===== src/rtl/shift_sequencer.sv =====
// -----------------------------------------------------------------------------
// shift_sequencer
//
// Multi-cycle controller that drives a combinational single-position shifter
// to perform an N-position logical shift of a WIDTH-bit operand. The operand,
// shift amount and direction are latched on start. One position is shifted
// per cycle by presenting the working register on B with the matching
// Hselect code and capturing H back into the working register.
//
// Ports:
//   clk      in   1      rising-edge clock
//   reset    in   1      asynchronous active-high reset
//   start    in   1      request pulse, honoured only when idle
//   dir      in   1      0 = right, 1 = left (latched on start)
//   amount   in   CNT_W  number of positions to shift (latched on start)
//   A        in   WIDTH  operand (latched on start)
//   abort    in   1      cancels an operation in progress
//   B        out  WIDTH  working register, to shifter
//   Hselect  out  2      00 transfer, 01 right by 1, 10 left by 1
//   H        in   WIDTH  shifter output
//   busy     out  1      high while shifting or finishing
//   done     out  1      one-cycle pulse when result updates
//   result   out  WIDTH  last completed result, held until the next one
// -----------------------------------------------------------------------------
module shift_sequencer #(
  parameter int WIDTH = 32,
  parameter int CNT_W = 5
) (
  input  logic             clk,
  input  logic             reset,
  input  logic             start,
  input  logic             dir,
  input  logic [CNT_W-1:0] amount,
  input  logic [WIDTH-1:0] A,
  input  logic             abort,
  output logic [WIDTH-1:0] B,
  output logic [1:0]       Hselect,
  input  logic [WIDTH-1:0] H,
  output logic             busy,
  output logic             done,
  output logic [WIDTH-1:0] result
);

  typedef enum logic [1:0] {
    ST_IDLE  = 2'd0,
    ST_SHIFT = 2'd1,
    ST_DONE  = 2'd2
  } state_t;

  localparam logic [CNT_W-1:0] CNT_ONE  = CNT_W'(1);
  localparam logic [CNT_W-1:0] CNT_ZERO = CNT_W'(0);

  state_t           state_q, state_d;
  logic [WIDTH-1:0] work_q, work_d;
  logic [CNT_W-1:0] cnt_q, cnt_d;
  logic             dir_q, dir_d;
  // fin_q marks a completed (not aborted) DONE cycle; result and done
  // follow it one edge later so done lands two edges after DONE entry.
  logic             fin_q, fin_d;
  logic             done_q;
  logic [WIDTH-1:0] result_q;
  logic [1:0]       hsel_s;

  // Next-state, datapath update and shifter control decode
  always_comb begin
    state_d = state_q;
    work_d  = work_q;
    cnt_d   = cnt_q;
    dir_d   = dir_q;
    fin_d   = 1'b0;
    hsel_s  = 2'b00;
    case (state_q)
      ST_IDLE: begin
        // start wins over abort here; abort has no meaning while idle
        if (start) begin
          work_d = A;
          cnt_d  = amount;
          dir_d  = dir;
          if (amount != CNT_ZERO) begin
            state_d = ST_SHIFT;
          end else begin
            state_d = ST_DONE;
          end
        end else begin
          state_d = ST_IDLE;
        end
      end
      ST_SHIFT: begin
        hsel_s = dir_q ? 2'b10 : 2'b01;
        if (abort) begin
          state_d = ST_IDLE;
        end else begin
          work_d = H;
          cnt_d  = cnt_q - CNT_ONE;
          // the shift captured on this edge is the last one
          if (cnt_q == CNT_ONE) begin
            state_d = ST_DONE;
          end else begin
            state_d = ST_SHIFT;
          end
        end
      end
      ST_DONE: begin
        state_d = ST_IDLE;
        if (abort) begin
          fin_d = 1'b0;
        end else begin
          fin_d = 1'b1;
        end
      end
      default: begin
        state_d = ST_IDLE;
      end
    endcase
  end

  // Control and working-datapath registers
  always_ff @(posedge clk or posedge reset) begin
    if (reset) begin
      state_q <= ST_IDLE;
      work_q  <= {WIDTH{1'b0}};
      cnt_q   <= CNT_ZERO;
      dir_q   <= 1'b0;
      fin_q   <= 1'b0;
    end else begin
      state_q <= state_d;
      work_q  <= work_d;
      cnt_q   <= cnt_d;
      dir_q   <= dir_d;
      fin_q   <= fin_d;
    end
  end

  // Result capture and completion pulse; work_q is stable until a new start
  // loads it, and a same-edge load still hands over the finished value here.
  always_ff @(posedge clk or posedge reset) begin
    if (reset) begin
      result_q <= {WIDTH{1'b0}};
      done_q   <= 1'b0;
    end else begin
      done_q <= fin_q;
      if (fin_q) begin
        result_q <= work_q;
      end else begin
        result_q <= result_q;
      end
    end
  end

  assign B       = work_q;
  assign Hselect = hsel_s;
  assign busy    = (state_q == ST_SHIFT) || (state_q == ST_DONE);
  assign done    = done_q;
  assign result  = result_q;

endmodule


===== config.mk =====
export PLATFORM = sky130hd
export DESIGN_NAME = shift_sequencer
export DESIGN_NICKNAME = d
export VERILOG_FILES = /design/src/rtl/shift_sequencer.sv
export SDC_FILE = /design/constraint.sdc
export NUM_CORES = 1
export LEC_CHECK = 0
export CORE_UTILIZATION = 43
export DETAILED_ROUTE_END_ITERATION = 8
export GPL_TIMING_DRIVEN = 1
export PLACE_DENSITY = 0.84
export SLEW_MARGIN = 20
export SYNTH_ARGS = -nofsm -noshare
export SYNTH_HDL_FRONTEND = slang
export SYNTH_SLANG_ARGS = --single-unit

===== constraint.sdc =====
create_clock -name clk -period 3 [get_ports clk]
set_input_delay 0.6 -clock clk [delete_from_list [all_inputs] [get_ports clk]]
set_output_delay 0.6 -clock clk [all_outputs]
set_load 0.01 [all_outputs]

======== Word-level counts from Yosys, hierarchy flattened ========
Cells that the tools add are included.
storage, ports and cells
  bits in registers ....................... 74
  input bits .............................. 74
  output and inout bits ................... 68
  word-level logic and storage cells ...... 34
cells by class
  $add $sub $neg .......................... 1
  equal/unequal tests ..................... 5
  multiplexer cells ....................... 15
  reductions and logical operators ........ 6
operator list
  kind                   count
  $mux W32               2
  $pmux W32 S2           1
  $mux W2                6
  $mux W5                2
  $pmux W5 S2            1
  $eq A5 B1 Y1 const B   1
  $reduce_bool A5 Y1     1
  $sub A5 B1 Y5 const B  1
  $ne A2 B2 Y1 const B   2
  $pmux W2 S2            1
  $reduce_and A3 Y1      1
  $eq A2 B1 Y1 const B   1
  $eq A2 B2 Y1 const B   1
  $logic_not A2 Y1       1
  $mux W1                2
  $reduce_and A2 Y1      1
  $reduce_bool A2 Y1     1
  $logic_or A1 B1 Y1     1

======== Depth between registers and ports, before layout ========
  depth in word-level cells ............... 4
  depth in mapped cells ................... 7
  mapped depth without buffers ............ 5

======== Least setup slack after synthesis ========
OpenSTA, ideal clock, no wires.
  path kind ............................... register to output
  start ................................... reg state_q[1]
  end ..................................... out Hselect[1]
  data arrival time ....................... 1152 ps
  required time ........................... 2400 ps
  path slack .............................. 1248 ps
  stages on the path, launching flop included .. 6
  path buffers ............................ 2
  cells stage by stage .................... dfrtp_1 inv_1 ha_1 buf_4 buf_4 and2_1
on the way
  word-level cells in the longest chain between the ends .. 2
RTL lines
  element                 RTL line  RTL
  start, declared         53        state_t state_q, state_d;
  start signal, assigned  126       state_q <= state_d;
  $eq A2 B1 Y1            72        case (state_q)
  $mux W2                 72
  end, declared           37        output logic [1:0] Hselect,
Every way passes these cells.

======== Final worst setup path ========
  start ................................... reg state_q[1]
  end ..................................... out Hselect[0]
Same word-level chain as after synthesis.

==> summary.txt <==
Worst setup path
  • R2r setup slk: 0.70 ns
  • Number of cells traversed by the worst register-to-register path: 7
  • Critical-path maximum fanout: 4
  • Category of the critical setup timing path: reg2out
  • Setup crit end kind: output port
  • R2r endpoint: B[12]
  • Setup crit end: Hselect[0]
  • CP required: 2.40 ns
  • FF-to-FF Start: state_q[1]
  • Critical path arrival: about 1.7 ns
  • Crit path launch type: register
  • Launching instance or port of the critical path: state_q[1]

Placed design
  • HPWL after detailed placement: 5.859 mm
  • IO Port Bufs: 141
  • Minimum setup slack after placement: 0.6311 ns
  • Final GP Congestion: 0.7518

Clocking
  • Clock buffer count from CTS: 9
  • Clk sink count: 74
  • Hold buffer count at CTS: 0
  • Clock tree from TritonCTS: built
  • Number of cells upsized or downsized after cts: 0
  • Number of levels in the clock H-tree: 3
  • Clock transition at the registers of the reported paths: 0.07 ns
  • Insertion delay to the later sink of the worst-skew pair: 0.34 ns
  • Clock tree root driver cell: sky130_fd_sc_hd__clkbuf_8
  • Postcts setup bufs: 0
  • Maximum buffer depth of the clock tree: 2

Routing
  • 1st-pass router iterations: 4
  • Antenna violation net count after detailed routing: 0
  • Total via count in the routed design: 2,693
  • Final wirelength: 8.161 mm
  • Total length of routed met3 wires: around 580 um
  • Final routed wire length divided by cell count: ~16 um
  • Top routing layer in use: met4
  • Sum of routed wire segments on met1: 3.332 mm
  • DRC Markers: 0
  • Drt initial violations: 111
  • Routed met2 length: 4.162 mm
  • Post-detailed-route via-to-cell ratio: between 5 and 6

Synthesis
  • Area fraction of the dominant cell type after synthesis: 0.5527
  • Post-synthesis sequential element count: 74
  • Cell type contributing the most total cell area after synthesis: sky130_fd_sc_hd__dfrtp_1
  • Async set or reset register ratio after synthesis: 1.000
  • Average cell area after synthesis: 12.14 um^2
  • Yosys warning total: 0
  • EDFF count, synth: 0
  • Total standard cell area after synthesis: 0.003351 mm^2
  • Main area contributors after synthesis: sky130_fd_sc_hd__dfrtp_1 (55%), sky130_fd_sc_hd__mux2_2 (10%), sky130_fd_sc_hd__mux2i_1 (9.9%)
  • Primary FF master, synth: sky130_fd_sc_hd__dfrtp_1
  • Count of distinct cell types in the synthesized netlist: 34
  • Post-Syn Instances: 276
  • Leading post-synthesis cells by instance count: sky130_fd_sc_hd__dfrtp_1 (74), sky130_fd_sc_hd__o21ai_0 (61), sky130_fd_sc_hd__mux2i_1 (33), sky130_fd_sc_hd__mux2_2 (31)
  • Sequential-to-total area share from yosys stat: 0.5527
  • Cell with the most instances after synthesis: sky130_fd_sc_hd__dfrtp_1
  • Net count after synthesis: between 300 and 400

Pwr
  • Static leakage: 2.184 nW
  • Pwr per Cell Area: 806.8 mW/mm^2
  • Largest voltage drop on the vdd net: about 0.44 mV

GRT
  • Number of antenna violations at the first check in global routing: 0
  • Total track usage: 0.2091
  • Wire length of the first global-routing pass: 13.41 mm
  • Largest net degree at the start of global routing: 75
  • Remaining Overflow, GRT: 0
  • Vias in the first global route: between 2,000 and 3,000

Timing
  • TNS Setup: 0 ns
  • Final number of hold-violating endpoints: 0
  • Number of setup violations in the final report: 0
  • Fin worst setup slack: ~0.67 ns
  • Top achievable clock speed: 0.4286 GHz
  • Slew at the pin closest to its max-slew limit: approximately 0.69 ns
  • Final period util: 0.7777
  • Setup Skew: 0.006101 ns
  • Final number of max-transition violations: 0
  • Clock period minus worst slack: 2.333 ns
  • Setup repair after global routing missed its margin: no
  • Slew HR: 0.5419

Die
  • Vertical die dimension: 90.28 um
  • Io pins: 142
  • Standard cell core area: between 0.007 and 0.008 mm^2
  • Initial cell density of the core: 0.4523
  • Die Area: 0.008150 mm^2
  • Row count: 31
  • Horizontal die dimension: 90.28 um

Finish
  • Share of final-layout standard cells stronger than drive strength 1: 0.1411
  • Area grow syn2layout: 50.34%
  • Final Core Density: 0.6800
  • Number of antenna repair diodes: 0
  • Number of nets in the layout: 493

Status
  • Result of the run: finished, final reports clean

Hold path
  • Tightest Hold Check Type: reg2reg
  • Worst hold path depth: 1

Flow run
  • Number of max-cap violations: 0
-- layer usage --
layer  GRT usage  up-vias
met3     0.05808        8
met4     0.07527        0
met2      0.3594      111
met5           0        -
li1            -     1263
met1      0.2508     1311
-- power by group --
part / switching, mW / internal [mW] / leakage, nW
clock: 0.350 / 0.459 / 0.105
sequential: 0.245 / 1.35 / 0.955
combinational: 0.715 / 0.947 / 1.12
total: 1.31 / 2.75 / 2.18
-- cells in the final DEF (no fill, tap or decap), drive strengths merged, types with 2 or more instances in the layout --
master,instances
clkdlybuf4s50,141
dfrtp,74
o21ai,68
mux2,34
mux2i,33
clkbuf,9
inv,7
buf,6
nand2,5
ha,5
nor2,4
nor2b,4
o31ai,3
clkinv,3
and2,2
nand3b,2
o32ai,2
a21oi,2
bufinv,2
-- worst min-delay path by stage --
| stage | start | end | slack, ns |
|---|---|---|---|
| floorplan | fin_q | done | 0.35 |
| global placement | result[26] | result[26] | 0.47 |
| detailed placement | result[26] | result[26] | 0.48 |
| CTS | result[26] | result[26] | 0.51 |
| global route | result[13] | result[13] | 0.52 |
| finish | result[26] | result[26] | 0.50 |
-- state kept, by name, indices dropped and copies added, names as in the netlist --
register,flops
cnt_q,5
done,1
result,32
dir_q,1
fin_q,1
state_q,2
B,32
-- metrics by stage --
stage	power [mW]	cells	hold slack [ns]	cell area, um^2
3_5_place_dp	3.284	502	0.4794	4831
3_3_place_gp	3.211	502	0.4684	4831
6_report	4.064	517	0.5035	5037
2_1_floorplan	2.351	276	0.3519	3351
4_1_cts	4.104	517	0.5077	5037
5_1_grt	4.306	517	0.5231	5037
-- cell type report --
class / count / area [um^2]
fill: 565 / 2371
sequential: 74 / 1852
timing repair buffer: 147 / 1469
multi-input combinational: 175 / 1360
clock buffer: 9 / 123.9
tap: 99 / 123.9
clock inverter: 6 / 82.58
inverter: 7 / 26.28
-- worst max-delay path, cell delays in order (launching register included) --
cell                              delay [ns]
sky130_fd_sc_hd__dfrtp_1                0.39
sky130_fd_sc_hd__inv_1                  0.08
sky130_fd_sc_hd__ha_2                   0.21
sky130_fd_sc_hd__inv_1                  0.08
sky130_fd_sc_hd__nor2_1                 0.10
sky130_fd_sc_hd__clkdlybuf4s50_1        0.54
-- cell families after synthesis --
kind of cell | after synthesis | share of synthesized area
and+or+nand+nor | 24 | 0.04219
AOI/OAI and AO/OA | 79 | 0.1266
DFF | 74 | 0.5527
buffers and inverters | 27 | 0.04593
adders and majority gates | 5 | 0.01867
muxes | 67 | 0.2140
No activity file was read; power rests on OpenSTA's default activity.
